==> src/rtl/td4_pkg.sv <==
// ============================================================================
// td4_pkg -- definitions shared across the TD4 CPU codebase.
//
// Contents:
//   TD4_ADDR_W / TD4_DATA_W  program address and instruction widths
//   load_state_t             program-loader state encoding
//   OP_*                     TD4 opcode constants ({op[3:0], im[3:0]} format)
//   td4_instr()              assemble one instruction byte from op and im
// ============================================================================
package td4_pkg;

    localparam int TD4_ADDR_W = 4;
    localparam int TD4_DATA_W = 8;

    // Loader states. CHECK and FAIL are only reachable when the checksum
    // option is compiled in; the encoding is shared so benches agree on it.
    typedef enum logic [2:0] {
        IDLE,
        LOAD,
        CHECK,
        RELEASE,
        FAIL
    } load_state_t;

    // TD4 opcodes: upper nibble of the instruction byte.
    localparam logic [3:0] OP_ADD_A_IM = 4'b0000;
    localparam logic [3:0] OP_MOV_A_B  = 4'b0001;
    localparam logic [3:0] OP_IN_A     = 4'b0010;
    localparam logic [3:0] OP_MOV_A_IM = 4'b0011;
    localparam logic [3:0] OP_MOV_B_A  = 4'b0100;
    localparam logic [3:0] OP_ADD_B_IM = 4'b0101;
    localparam logic [3:0] OP_IN_B     = 4'b0110;
    localparam logic [3:0] OP_MOV_B_IM = 4'b0111;
    localparam logic [3:0] OP_OUT_B    = 4'b1001;
    localparam logic [3:0] OP_OUT_IM   = 4'b1011;
    localparam logic [3:0] OP_JNC_IM   = 4'b1110;
    localparam logic [3:0] OP_JMP_IM   = 4'b1111;

    function automatic logic [TD4_DATA_W-1:0] td4_instr(input logic [3:0] op,
                                                        input logic [3:0] im);
        return {op, im};
    endfunction

endpackage : td4_pkg

==> src/rtl/td4_prog_mem.sv <==
// ============================================================================
// td4_prog_mem -- writable 16 x 8 program memory for the TD4 fetch port.
//
// The CPU reads instr = mem[address] combinationally at all times. A
// valid/ready byte stream refills all words (word 0 first). While a load is
// in flight the CPU is held in reset through cpu_n_reset; after the last
// byte the block pulses done and releases the CPU so it restarts at address
// 0 with the new program.
//
// Build option:
//   TD4_PROG_MEM_CHECKSUM_EN  After the 16 program bytes one checksum byte is
//                             accepted; the load succeeds only when the mod-256
//                             sum of all 17 bytes is zero. Otherwise the block
//                             parks in FAIL with err=1 and the CPU held until
//                             the next load_start. Without the option err is 0.
//
// Ports:
//   clk          clock, all state updates on the rising edge
//   n_reset      asynchronous active-low reset (also clears the memory)
//   address      CPU fetch address (program counter)
//   instr        instruction at address, combinational
//   load_start   single-cycle request to start a load (IDLE/FAIL only)
//   wr_valid     wr_data holds a program byte
//   wr_data      program byte
//   wr_ready     a byte is accepted this cycle when wr_valid is also high
//   cpu_n_reset  registered active-low reset to the CPU
//   busy         any loader state other than IDLE
//   done         one-cycle pulse on successful completion
//   err          sticky checksum failure
// ============================================================================
module td4_prog_mem
    import td4_pkg::*;
#(
    parameter int ADDR_W = TD4_ADDR_W,
    parameter int DATA_W = TD4_DATA_W
) (
    input  logic              clk,
    input  logic              n_reset,
    input  logic [ADDR_W-1:0] address,
    output logic [DATA_W-1:0] instr,
    input  logic              load_start,
    input  logic              wr_valid,
    input  logic [DATA_W-1:0] wr_data,
    output logic              wr_ready,
    output logic              cpu_n_reset,
    output logic              busy,
    output logic              done,
    output logic              err
);

    localparam int DEPTH = 2 ** ADDR_W;

    load_state_t       state;
    load_state_t       state_d;
    logic [ADDR_W-1:0] wr_ptr;
    logic [DATA_W-1:0] mem [DEPTH];

    logic wr_fire;    // byte handshake this cycle (LOAD or CHECK)
    logic mem_we;     // handshake that carries a program word
    logic last_word;  // wr_ptr addresses the top word
    logic entering_load;

    assign wr_fire       = wr_valid && wr_ready;
    assign mem_we        = wr_fire && (state == LOAD);
    assign last_word     = &wr_ptr;
    assign entering_load = (state_d == LOAD) && (state != LOAD);

    // Read port: writes land at the edge and are visible right after it.
    assign instr = mem[address];

`ifdef TD4_PROG_MEM_CHECKSUM_EN
    logic [DATA_W-1:0] sum;
    logic [DATA_W-1:0] sum_chk;
    logic              sum_ok;

    // Program bytes plus the checksum byte must total zero mod 2**DATA_W.
    assign sum_chk = sum + wr_data;
    assign sum_ok  = (sum_chk == '0);
`endif

    // ------------------------------------------------------------------------
    // Next-state decode
    // ------------------------------------------------------------------------
    always_comb begin
        // NOTE: state_d is assigned before the case so every path drives it;
        // a missing default here would infer a latch.
        state_d = state;
        case (state)
            IDLE: begin
                if (load_start) begin
                    state_d = LOAD;
                end
            end
            LOAD: begin
                // ptr wraps back to 0 with this beat; the state change is what
                // stops a 17th word from being written.
                if (mem_we && last_word) begin
`ifdef TD4_PROG_MEM_CHECKSUM_EN
                    state_d = CHECK;
`else
                    state_d = RELEASE;
`endif
                end
            end
`ifdef TD4_PROG_MEM_CHECKSUM_EN
            CHECK: begin
                if (wr_fire) begin
                    state_d = sum_ok ? RELEASE : FAIL;
                end
            end
            FAIL: begin
                if (load_start) begin
                    state_d = LOAD;
                end
            end
`endif
            RELEASE: begin
                state_d = IDLE;
            end
            default: begin
                state_d = IDLE;
            end
        endcase
    end

    // ------------------------------------------------------------------------
    // State, pointer and registered outputs. Outputs are decoded from the
    // state being entered so they line up with the state register.
    // ------------------------------------------------------------------------
    always_ff @(posedge clk or negedge n_reset) begin
        if (!n_reset) begin
            state       <= IDLE;
            wr_ptr      <= '0;
            cpu_n_reset <= 1'b0;
            wr_ready    <= 1'b0;
            busy        <= 1'b0;
            done        <= 1'b0;
        end else begin
            // NOTE: all sequential state uses non-blocking assignments so
            // every register here samples pre-edge values.
            state       <= state_d;
            cpu_n_reset <= (state_d == IDLE);
            wr_ready    <= (state_d == LOAD) || (state_d == CHECK);
            busy        <= (state_d != IDLE);
            done        <= (state_d == RELEASE);

            if (entering_load) begin
                wr_ptr <= '0;
            end else if (mem_we) begin
                wr_ptr <= wr_ptr + 1'b1;
            end
        end
    end

`ifdef TD4_PROG_MEM_CHECKSUM_EN
    logic err_q;

    always_ff @(posedge clk or negedge n_reset) begin
        if (!n_reset) begin
            sum   <= '0;
            err_q <= 1'b0;
        end else begin
            // err is set on the way into FAIL and cleared by the load_start
            // that leaves it, which is exactly "state is FAIL".
            err_q <= (state_d == FAIL);
            if (entering_load) begin
                sum <= '0;
            end else if (mem_we) begin
                sum <= sum + wr_data;
            end
        end
    end

    assign err = err_q;
`else
    assign err = 1'b0;
`endif

    // ------------------------------------------------------------------------
    // Program storage
    // ------------------------------------------------------------------------
    // NOTE: the array is built from resettable flops because n_reset must
    // discard a partial program; a RAM macro could not be cleared this way.
    always_ff @(posedge clk or negedge n_reset) begin
        if (!n_reset) begin
            for (int i = 0; i < DEPTH; i++) begin
                mem[i] <= '0;
            end
        end else if (mem_we) begin
            mem[wr_ptr] <= wr_data;
        end
    end

endmodule : td4_prog_mem
==> config.mk <==
export PLATFORM = sky130hd
export DESIGN_NAME = td4_prog_mem
export DESIGN_NICKNAME = d
export VERILOG_FILES = /design/src/rtl/td4_pkg.sv /design/src/rtl/td4_prog_mem.sv
export SDC_FILE = /design/constraint.sdc
export NUM_CORES = 1
export LEC_CHECK = 0
export ABC_CLOCK_PERIOD_IN_PS = 2300
export CAP_MARGIN = 25
export CORE_UTILIZATION = 45
export CTS_CLUSTER_SIZE = 12
export DETAILED_ROUTE_END_ITERATION = 16
export PLACE_DENSITY_LB_ADDON = 0.25
export SETUP_SLACK_MARGIN = 0.2
export SLEW_MARGIN = 20
export SYNTH_ARGS = -nofsm -noshare
export SYNTH_HDL_FRONTEND = slang
export SYNTH_SLANG_ARGS = --single-unit
==> constraint.sdc <==
create_clock -name clk -period 2.3 [get_ports clk]
set_input_delay 0.575 -clock clk [delete_from_list [all_inputs] [get_ports clk]]
set_output_delay 0.575 -clock clk [all_outputs]
set_load 0.1 [all_outputs]
# After elaboration in Yosys (flattened, before gate mapping)
# Cells that the tools add are included.
[totals]
word_cells = 55
register_bits = 139
in_bits = 16
output_inout_bits = 13
[op_classes]
addsub = 1
eq_ne = 5
order_cmp = 3
n_reduce_logical = 11
bitwise = 2
n_mux = 11
[op_table]
columns = ["op", "n"]
rows = [
  ["$bwmux W128", 1],
  ["$bmux W8 S4", 1],
  ["$demux W8 S4", 1],
  ["$mux W8", 3],
  ["$ge A5 B5 Y1 const B", 2],
  ["$not A4 Y5", 2],
  ["$mux W4", 2],
  ["$eq A3 B1 Y1 const B", 2],
  ["$eq A3 B2 Y1 const B", 2],
  ["$logic_not A3 Y1", 2],
  ["$mux W3", 2],
  ["$pmux W3 S2", 1],
  ["$logic_and A1 B1 Y1", 5],
  ["$lt A5 B1 Y1 const B", 1],
  ["$add A4 B1 Y4 const B", 1],
  ["$reduce_and A4 Y1", 1],
  ["$ne A3 B1 Y1 const B", 1],
  ["$reduce_bool A3 Y1", 1],
  ["$reduce_bool A2 Y1", 1],
  ["$logic_or A1 B1 Y1", 1],
]

# Logic depth before layout (Yosys ltp)
[depth]
ltp_word = 8
depth_mapped = 5
ltp_nobuf = 4

# Worst setup path after synthesis
# OpenSTA, ideal clock, no wires.
[synth_path]
kind = "input -> output"
startpoint = "input port address[0]"
endpoint = "output port instr[6]"
path_slack_ns = -0.441
path_buffers = 2
arrival_ns = 2.166
t_required_ns = 1.725
stages = 5
path_cell_list = "buf_2 > buf_4 > mux4_2 > a22oi_1 > nand2_1"
[synth_between]
elab_chain_len = 4
[synth_lines]
columns = ["item", "line", "text"]
rows = [
  ["start: declaration", "td4_prog_mem.sv:39", "input logic [ADDR_W-1:0] address,"],
  ["$not A4 Y5 (implied by the code)", "td4_prog_mem.sv:69", "assign instr = mem[address];"],
  ["$bmux W8 S4", "td4_prog_mem.sv:69", ""],
  ["$mux W8 (implied by the code) (2 in a row)", "td4_prog_mem.sv:69", ""],
  ["end: declaration", "td4_prog_mem.sv:40", "output logic [DATA_W-1:0] instr,"],
]
# No other way between the ends. The select of a mux whose other input is x is not followed.

# Final worst setup path
# Same ends and word-level chain as after synthesis.

==> out/qor.yml <==
status: "finished, violations left"
violations: "setup timing"
antenna_found_initial: 0
clock_tree.root_cell: "clkbuf_16"
gp_congestion: 0.7635
start_util_pct: 46.56
fin_crit_sh_pct: 105.6
period_minus_slack_ps: 2429
drive_above_1_share_pct: 58.53
power_uw: 5707
dp_slack_ps: -472.7
finClkSkew_ps: 7.193
htree_levels: 4
wl_mm: 14.71
setup_tns_ps: -969.3
tightest_slew_ps: 712.5
die_y_um: 122.3
cts_buffer_depth: 2
leakage_uw: 0.003883
numCtsBuffers: 17
grt_pass1_vias: 4015
grt_pass1_wl_mm: 23.49
diodes: 0
arrival_ps: 1850
vias: 3703
wire_per_inst_um: 22.87
grt-ovfl-total: 0
netlist-cell-type-count: 30
dr.pass1.iters: 4
drc: 0
crit_path_start_kind: "input pin"
yosysTopAreaCell: "dfrtp_1"
criticalPathCategory: "in2out"
yosys-top-cells-area: "dfrtp_1, mux2_2, mux4_2"
synth.top_cell.area_share_pct: 53.41
track_usage_pct: 22.18
yosys_warnings: 0
rows: 43
hpwl_mm: 8.957
ant_nets: 0
slew_headroom_pct: 52.40
drv_cap: 0
nNetsFinal: 471
min_path_type: "in2async"
drtIter0Drc: 170
timing.final.ws_setup_ps: -129.2
cts_tree: "done"
ys_seq_elements: 139
rsz0062_at_grt: "yes"
syn_to_final_growth_pct: 24.61
fmax_mhz: 411.7
die_area_sq_mm: 0.01496
hold_buffers: 0
grt_max_degree: 61
seq_area_frac_synth_pct: 53.41
io_pins: 29
synthesis.area_sq_mm: 0.006512
hold_viol: 0
fp.coreArea_sq_mm: 0.01399
portBuffers: 27
report.final.slew_viol_count: 0
cellPowerDensity_mw_per_mm2: 703.2
cts_sinks: 139
die_w_um: 122.3
postCtsSetupBuffers: 0
syn_avg_cell_area_sq_um: 16.04
filler_cell_count: 1055
ir_worst_vdd_uv: 484.9
clk_pin_slew_ps: 50
via_per_inst: 5.759
setup_violations: 8
endpoint_kind: "output pin"
synthCells: 406
worst-path-max-fanout: 5
cp.required_ps: 1730
clock_latency_ps: 420
layout by cell type, fill, tap and decap left out, types with 7 or more instances in the layout:
master	synthesis	layout
clkbuf_16	0	17
nand2_4	0	8
inv_1	7	7
a22oi_2	0	16
nand4_4	11	12
mux2_2	125	125
clkdlybuf4s50_1	0	10
mux4_2	32	32
buf_4	3	11
buf_12	1	23
dfrtp_1	139	138
registers in the layout, indices dropped and copies added, names as in the netlist:
name / flops
busy: 1
cpu_n_reset: 1
done: 1
mem: 128
state: 3
wr_ptr: 4
wr_ready: 1
through the flow:
stage / hold slack, ps / cells / utilization [%] / instance area (sq um)
floorplan: 279.4 / 407 / - / 6698
global placement: 482.3 / 608 / 52.73 / 7376
detailed placement: 489.9 / 608 / 52.73 / 7376
CTS: 154.3 / 643 / 57.90 / 8099
global route: 169.7 / 643 / 58.01 / 8115
finish: 127.8 / 643 / 58.01 / 8115
cells in the mapped netlist:
library cell	count
dfrtp_1	139
mux2_2	125
mux4_2	32
a22oi_1	16
nand4_4	11
clkbuf_1	10
nand2_1	8
inv_1	7
buf_1	5
a21oi_1	4
buf_2	4
buf_6	4
ha_1	4
nand3_1	4
nand4_2	4
nor2b_1	4
and2_1	3
buf_4	3
mux2_4	3
o21ai_0	3
nor2_1	2
o31ai_1	2
or4_1	2
and3_1	1
buf_12	1
conb_1	1
nand4_1	1
nor2_8	1
nor3b_1	1
or2_1	1
critical path, stage by stage:
cell,delay [ps]
buf_12,120
buf_12,140
mux4_2,510
a22oi_2,250
nand2_4,80
buf_12,170
power by group:
group          leakage (uW)  internal [uW]  switching [uW]
clock              0.000290           1700             965
combinational       0.00168            213             290
sequential          0.00192           2510            32.3
cells by family after synthesis:
logic type | after synthesis | share of synthesized area, %
multiplexers | 160 | 33.37
AND/OR/NAND/NOR | 43 | 6.859
adder cells (fa/ha/maj) | 4 | 0.7685
AO/OA/AOI/OAI | 25 | 2.613
flip-flops | 139 | 53.41
buffers and inverters | 34 | 2.920
other | 1 | 0.05758
worst paths after layout:
check / from / endpoint / slack (ps) / cells past startpoint
max: address[0] / instr[6] / -130 / 6
min: n_reset / mem[123]$_DFFE_PN0P_ / 130 / 1
max reg2reg: wr_ptr[2]$_DFFE_PN0P_ / mem[49]$_DFFE_PN0P_ / 420 / 3
min reg2reg: mem[107]$_DFFE_PN0P_ / mem[107]$_DFFE_PN0P_ / 500 / 1
max in group asynchronous: n_reset / mem[100]$_DFFE_PN0P_ / 1520 / 2
min in group clk: mem[107]$_DFFE_PN0P_ / mem[107]$_DFFE_PN0P_ / 500 / 1
timing repair:
action,in CTS,in global routing
endpoints found under the setup margin,8,13
pin swaps,10,9
resized for setup,19,3
gates cloned,4,0
layer usage:
metal	vias up	GRT usage, %	part of all wire (%)
li1	1631	-	-
met1	1963	28.93	44
met2	88	36.06	50
met3	21	4.786	3.7
met4	0	8.841	2.0
met5	-	0	0
layout make-up:
cell class,instances,area [sq um],area share [%]
Clock buffer,24,491.7,6.059
Multi-Input combinational cell,234,3002,36.99
Tap cell,180,225.2,2.775
Inverter,7,26.28,0.3238
Timing Repair Buffer,52,802.0,9.883
Clock inverter,7,88.84,1.095
Sequential cell,139,3480,42.88
Power figures use the tool's default switching activity.
